===== src/rtl/dense_mac_unit.sv =====
// Dense-layer dot-product engine: 3-lane signed Q8.8 MAC over a row of beats,
// then clamp/activation. Optional saturation on narrowing: define DENSE_MAC_SAT_EN.
module dense_mac_unit #(
  parameter int LANES      = 3,
  parameter int DATA_WIDTH = 16,
  parameter int FRAC_BITS  = 8,
  parameter int ACC_WIDTH  = 40
) (
  input  logic                        clk_clk,
  input  logic                        reset_reset_n,
  input  logic                        start,
  input  logic [3:0]                  act_type,
  input  logic [LANES*DATA_WIDTH-1:0] weight_data,
  input  logic [LANES*DATA_WIDTH-1:0] input_data,
  input  logic                        in_valid,
  input  logic                        in_last,
  output logic                        in_ready,
  output logic [DATA_WIDTH-1:0]       out_data,
  output logic                        out_valid,
  input  logic                        out_ready,
  output logic                        busy,
  output logic                        overflow
);

  localparam int PROD_W = 2 * DATA_WIDTH;

  localparam logic signed [ACC_WIDTH-1:0] OUT_MAX =
    {{(ACC_WIDTH-DATA_WIDTH+1){1'b0}}, {(DATA_WIDTH-1){1'b1}}};
  localparam logic signed [ACC_WIDTH-1:0] OUT_MIN =
    {{(ACC_WIDTH-DATA_WIDTH+1){1'b1}}, {(DATA_WIDTH-1){1'b0}}};

  typedef enum logic [1:0] {
    S_IDLE  = 2'd0,
    S_ACC   = 2'd1,
    S_DRAIN = 2'd2,
    S_OUT   = 2'd3
  } state_t;

  state_t state, state_nxt;
  logic   drain_cnt, drain_cnt_nxt;
  logic   acc_clr, beat_acc, load_out;
  logic [3:0] act_q;

  logic signed [DATA_WIDTH-1:0] w_lane [LANES];
  logic signed [DATA_WIDTH-1:0] x_lane [LANES];
  logic signed [PROD_W-1:0]     prod_p1 [LANES];
  logic                         vld_p1;
  logic signed [ACC_WIDTH-1:0]  beat_sum;
  logic signed [ACC_WIDTH-1:0]  acc_p2;
  logic [DATA_WIDTH-1:0]        out_data_p3;
  logic                         ovf_p3;

  function automatic logic out_of_range(input logic signed [ACC_WIDTH-1:0] a);
    return (a > OUT_MAX) || (a < OUT_MIN);
  endfunction

  function automatic logic signed [DATA_WIDTH-1:0] narrow(
    input logic signed [ACC_WIDTH-1:0] a
  );
`ifdef DENSE_MAC_SAT_EN
    if (a > OUT_MAX) return OUT_MAX[DATA_WIDTH-1:0];
    if (a < OUT_MIN) return OUT_MIN[DATA_WIDTH-1:0];
    return a[DATA_WIDTH-1:0];
`else
    return a[DATA_WIDTH-1:0];
`endif
  endfunction

  function automatic logic signed [DATA_WIDTH-1:0] activate(
    input logic [3:0]                   act,
    input logic signed [DATA_WIDTH-1:0] v
  );
    case (act)
      4'd1:    return v[DATA_WIDTH-1] ? '0 : v;
      4'd2:    return v[DATA_WIDTH-1] ? (v >>> 3) : v;
      default: return v;
    endcase
  endfunction

  always_comb begin
    state_nxt     = state;
    drain_cnt_nxt = drain_cnt;
    in_ready      = 1'b0;
    acc_clr       = 1'b0;
    beat_acc      = 1'b0;
    load_out      = 1'b0;
    case (state)
      S_IDLE: begin
        if (start) begin
          state_nxt = S_ACC;
          acc_clr   = 1'b1;
        end
      end
      S_ACC: begin
        in_ready = 1'b1;
        if (in_valid) begin
          beat_acc = 1'b1;
          if (in_last) begin
            state_nxt     = S_DRAIN;
            drain_cnt_nxt = 1'b1;
          end
        end
      end
      S_DRAIN: begin
        // Two cycles let the last beat clear the product and accumulate stages.
        if (drain_cnt) begin
          drain_cnt_nxt = 1'b0;
        end else begin
          state_nxt = S_OUT;
          load_out  = 1'b1;
        end
      end
      S_OUT: begin
        if (out_ready) state_nxt = S_IDLE;
      end
      default: state_nxt = S_IDLE;
    endcase
  end

  always_ff @(posedge clk_clk or negedge reset_reset_n) begin
    if (!reset_reset_n) begin
      state     <= S_IDLE;
      drain_cnt <= 1'b0;
      act_q     <= '0;
    end else begin
      state     <= state_nxt;
      drain_cnt <= drain_cnt_nxt;
      if (acc_clr) act_q <= act_type;
    end
  end

  assign busy      = (state != S_IDLE);
  assign out_valid = (state == S_OUT);
  assign out_data  = out_data_p3;
  assign overflow  = ovf_p3;

  always_comb begin
    for (int i = 0; i < LANES; i++) begin
      w_lane[i] = weight_data[i*DATA_WIDTH +: DATA_WIDTH];
      x_lane[i] = input_data[i*DATA_WIDTH +: DATA_WIDTH];
    end
  end

  // Stage 1: per-lane signed products
  always_ff @(posedge clk_clk or negedge reset_reset_n) begin
    if (!reset_reset_n) begin
      vld_p1 <= 1'b0;
      for (int i = 0; i < LANES; i++) prod_p1[i] <= '0;
    end else begin
      vld_p1 <= beat_acc;
      if (beat_acc) begin
        for (int i = 0; i < LANES; i++)
          prod_p1[i] <= PROD_W'(w_lane[i]) * PROD_W'(x_lane[i]);
      end
    end
  end

  // Lane sum is formed at accumulator width so three full-scale products cannot wrap.
  always_comb begin
    beat_sum = '0;
    for (int i = 0; i < LANES; i++)
      beat_sum = beat_sum +
        {{(ACC_WIDTH-PROD_W){prod_p1[i][PROD_W-1]}}, prod_p1[i]};
  end

  // Stage 2: accumulate Q8.8-rescaled beat sum
  always_ff @(posedge clk_clk or negedge reset_reset_n) begin
    if (!reset_reset_n) begin
      acc_p2 <= '0;
    end else if (acc_clr) begin
      acc_p2 <= '0;
    end else if (vld_p1) begin
      acc_p2 <= acc_p2 + (beat_sum >>> FRAC_BITS);
    end
  end

  // Stage 3: narrow, activate and hold for the consumer
  always_ff @(posedge clk_clk or negedge reset_reset_n) begin
    if (!reset_reset_n) begin
      out_data_p3 <= '0;
      ovf_p3      <= 1'b0;
    end else if (load_out) begin
      out_data_p3 <= activate(act_q, narrow(acc_p2));
      ovf_p3      <= out_of_range(acc_p2);
    end
  end

endmodule


===== config.mk =====
export PLATFORM = sky130hd
export DESIGN_NAME = dense_mac_unit
export DESIGN_NICKNAME = d
export VERILOG_FILES = /design/src/rtl/dense_mac_unit.sv
export SDC_FILE = /design/constraint.sdc
export NUM_CORES = 2
export LEC_CHECK = 0
export CAP_MARGIN = 15
export CORE_UTILIZATION = 60
export DETAILED_ROUTE_END_ITERATION = 10
export MAX_ROUTING_LAYER = met4
export PLACE_DENSITY_LB_ADDON = 0.05
export SLEW_MARGIN = 0
export SYNTH_ARGS = -nofsm -noshare
export SYNTH_HDL_FRONTEND = slang
export SYNTH_SLANG_ARGS = --single-unit

===== constraint.sdc =====
create_clock -name clk_clk -period 14 [get_ports clk_clk]
set_clock_uncertainty 0.2 [all_clocks]
set_input_delay 3.5 -clock clk_clk [delete_from_list [all_inputs] [get_ports clk_clk]]
set_output_delay 3.5 -clock clk_clk [all_outputs]
set_load 0.01 [all_outputs]

==> metrics <==
status=finished, final reports clean; critical path startpoint=input_data[17]; Setup WS post-layout=3.573 ns; Crit Path Category=input pin to register; clock buffer depth=2; Worst Setup EP=prod_p1[61]$_DFFE_PN0P_; 1st-iter DRT viols=1519; Final Non-Filler Cells=5185; Reg-to-Reg End=acc_p2[39]$_DFFE_PN0P_; GR Util met1=40.44%; row cnt=93; share of layout cells above drive strength 1=1.917%; required time worst endpoint=14.09 ns; Overflow after GRT=0; n_diodes=0; clk sink count=161; Total Wirelength=90670 um; post-detailed-placement half-perimeter wirelength=74700 um; Seq/Total Area, Yosys=10.21%; root buffer cell=clkbuf_16; max_slew headroom=29.15%; fmax=95.90 MHz; commonest cells in the netlist=935 x inv_1, 818 x fa_1, 542 x nand2_1; CTS H-Tree Depth=4; Skew-Pair Late Insertion Delay=0.44 ns; CTS Buf Count=17; Main synth FF type=dfrtp_1; DR WL/cell=17.49 um; CTS tree=done; net count after synthesis=5552; GR peak layer=met2; Starting Density=60.97%; top cell type's share of synthesized area=41.51%; grt met3 use=2.973%; pin count of the biggest net entering global routing=106; PostCTS Resize Cnt=0; Nets=5563; R2R Path Start=prod_p1[14]$_DFFE_PN0P_; Synth warnings=0; RSZ-0062 raised after global routing=false; number of synthesized flops with an enable pin=0; die height=258.4 um; Area Overhead vs Synth=6.204%; FF+latch area=0.004029 mm2; reg2reg path depth=22; leading area contributor after synthesis=fa_1; Boundary Pins=126; Mapped Area=0.03945 mm2; die area=0.06677 mm2; via/cell ratio=5.428; R2R Setup Slk=7.46 ns; worst-path maximum fanout=16; clk slew on worst S/H paths=0.07 ns; Synth async-reset ratio=100.0%; Via Count=28140; met2 Use GR=48.90%; flops & latches, synth=161; Placement Setup Slack=3.188 ns; final cycle utilization of the critical path=74.48%; Final GP Congestion=0.9170; Tmin final=10.43 ns; data arrival time of the critical path=10.52 ns; fill count=5587; DR DRC count=0; area taken by multi-input logic gates=0.03138 mm2; CP Capture Type=register; antenna violations before repair=0; post-synth cell types=83; first-pass GRT wire length=153600 um; Worst-Margin Slew=1.062 ns; Synth Area per Inst=9.161 um2; Setup Fix Bufs, Post-CTS=0; I/O Buffers=125; final count of pins violating max slew=0; Die Wd=258.4 um; antenna-violating nets left=0; largest cells by area after synthesis=fa_1 42%, dfrtp_1 10%, ha_1 10%; vias in the first global route=29880; max_cap viols=0; setup violators final=0; most frequent cell after synthesis=inv_1; Core ar.=0.06470 mm2; drt pass-1 iters=5; cell count after placement=5153; hold_buf cts=0; final instance area=0.04189 mm2; Setup TNS=0 ns; GRT Total Usage=29.78%; worst hold path class=register to register; Post-Syn Instances=4306; count of final hold-check violations=0; DP Area=0.04129 mm2; Worst setup SP type=input pin
-- registers in the layout, summed over array words and instances (netlist names) --
name and flops:
prod_p1 96, acc_p2 40, out_data 16, act_q 4, state 2, drain_cnt 1, overflow 1, vld_p1 1
-- layout by cell type, fill, tap and decap left out, types with 6 or more instances in the layout --
cell | synthesis | layout
mux2i_1 | 19 | 19
dfrtp_1 | 161 | 161
o21bai_1 | 16 | 16
o21ai_1 | 8 | 8
and3_1 | 12 | 12
and2_1 | 378 | 378
nand3_1 | 36 | 36
xor2_1 | 60 | 60
o21ai_0 | 154 | 154
inv_1 | 935 | 935
o211ai_1 | 12 | 12
nand2_1 | 542 | 541
ha_1 | 322 | 322
a31o_2 | 6 | 6
a21o_1 | 75 | 75
o22ai_1 | 6 | 6
o21a_1 | 21 | 21
or3_1 | 12 | 12
clkbuf_16 | 0 | 17
xnor2_1 | 86 | 86
buf_4 | 0 | 7
nand4_1 | 16 | 16
nor4_1 | 10 | 9
clkdlybuf4s50_1 | 0 | 124
fa_1 | 818 | 818
nor2b_1 | 15 | 15
nand2b_1 | 39 | 39
nor3_1 | 23 | 23
a211oi_1 | 19 | 19
a21oi_1 | 121 | 121
or2_2 | 8 | 8
a31oi_1 | 11 | 11
o31ai_1 | 6 | 6
a22oi_1 | 13 | 13
nor2_1 | 113 | 113
-- layout make-up --
class | count | share of cell area (%)
clock buffer | 18 | 1.048
timing repair buffer | 132 | 3.115
multi-input combinational | 3069 | 74.89
clock inverter | 14 | 0.3853
sequential | 161 | 9.617
tap | 855 | 2.554
inverter | 936 | 8.386
-- cell families (layout without fill, tap and decap cells) --
group | count (synthesis) | after routing | synth area share (%)
DFF | 161 | 161 | 10.21
xor gates and xnor gates | 146 | 146 | 3.242
muxes | 24 | 24 | 0.6248
and+or+nand+nor | 1230 | 1230 | 15.31
buffers and inverters | 1076 | 1100 | 10.28
AOI/OAI and AO/OA | 529 | 529 | 8.602
adders and majority gates | 1140 | 1140 | 51.73
-- how the worst min path moves through the flow --
stage | start | end | slack (ns) | cells past startpoint
finish | overflow$_DFFE_PN0P_ | overflow$_DFFE_PN0P_ | 0.29 | 2
global route | overflow$_DFFE_PN0P_ | overflow$_DFFE_PN0P_ | 0.32 | 2
detailed placement | overflow$_DFFE_PN0P_ | overflow$_DFFE_PN0P_ | 0.27 | 2
CTS | overflow$_DFFE_PN0P_ | overflow$_DFFE_PN0P_ | 0.29 | 2
global placement | prod_p1[39]$_DFFE_PN0P_ | prod_p1[39]$_DFFE_PN0P_ | 0.26 | 2
floorplan | prod_p1[38]$_DFFE_PN0P_ | prod_p1[38]$_DFFE_PN0P_ | 0.25 | 2
-- through the flow --
step,hold WS [ns],util (%)
after floorplan,0.2498,-
after global placement,0.2650,63.83
after detailed placement,0.2738,63.83
after CTS,0.2907,64.75
after global routing,0.3194,64.75
final,0.2868,64.75
-- metal layers --
layer  vias up  wire length, um
met3        98             4140
met5         -                0
met4         0             1585
met1     14210            40180
met2       664            44770
li1      13170                -
-- critical path, cell delays in order --
cell and delay, ns:
clkdlybuf4s50_1 0.77, nand2_1 0.28, inv_1 0.12, fa_1 0.73
fa_1 0.49, fa_1 0.49, fa_1 0.51, fa_1 0.50
inv_1 0.05, fa_1 0.48, inv_1 0.04, ha_1 0.34
a21o_1 0.20, a21oi_1 0.13, nor2b_1 0.07, nor4_1 0.33
o2111ai_1 0.30, a311oi_2 0.47, o21ai_0 0.17, a31oi_1 0.21
xor2_1 0.23, o21ai_0 0.10
Power is left out: the tool's default activity adds up to more than one toggle a clock period on the data nets, which glitch-free logic cannot reach.
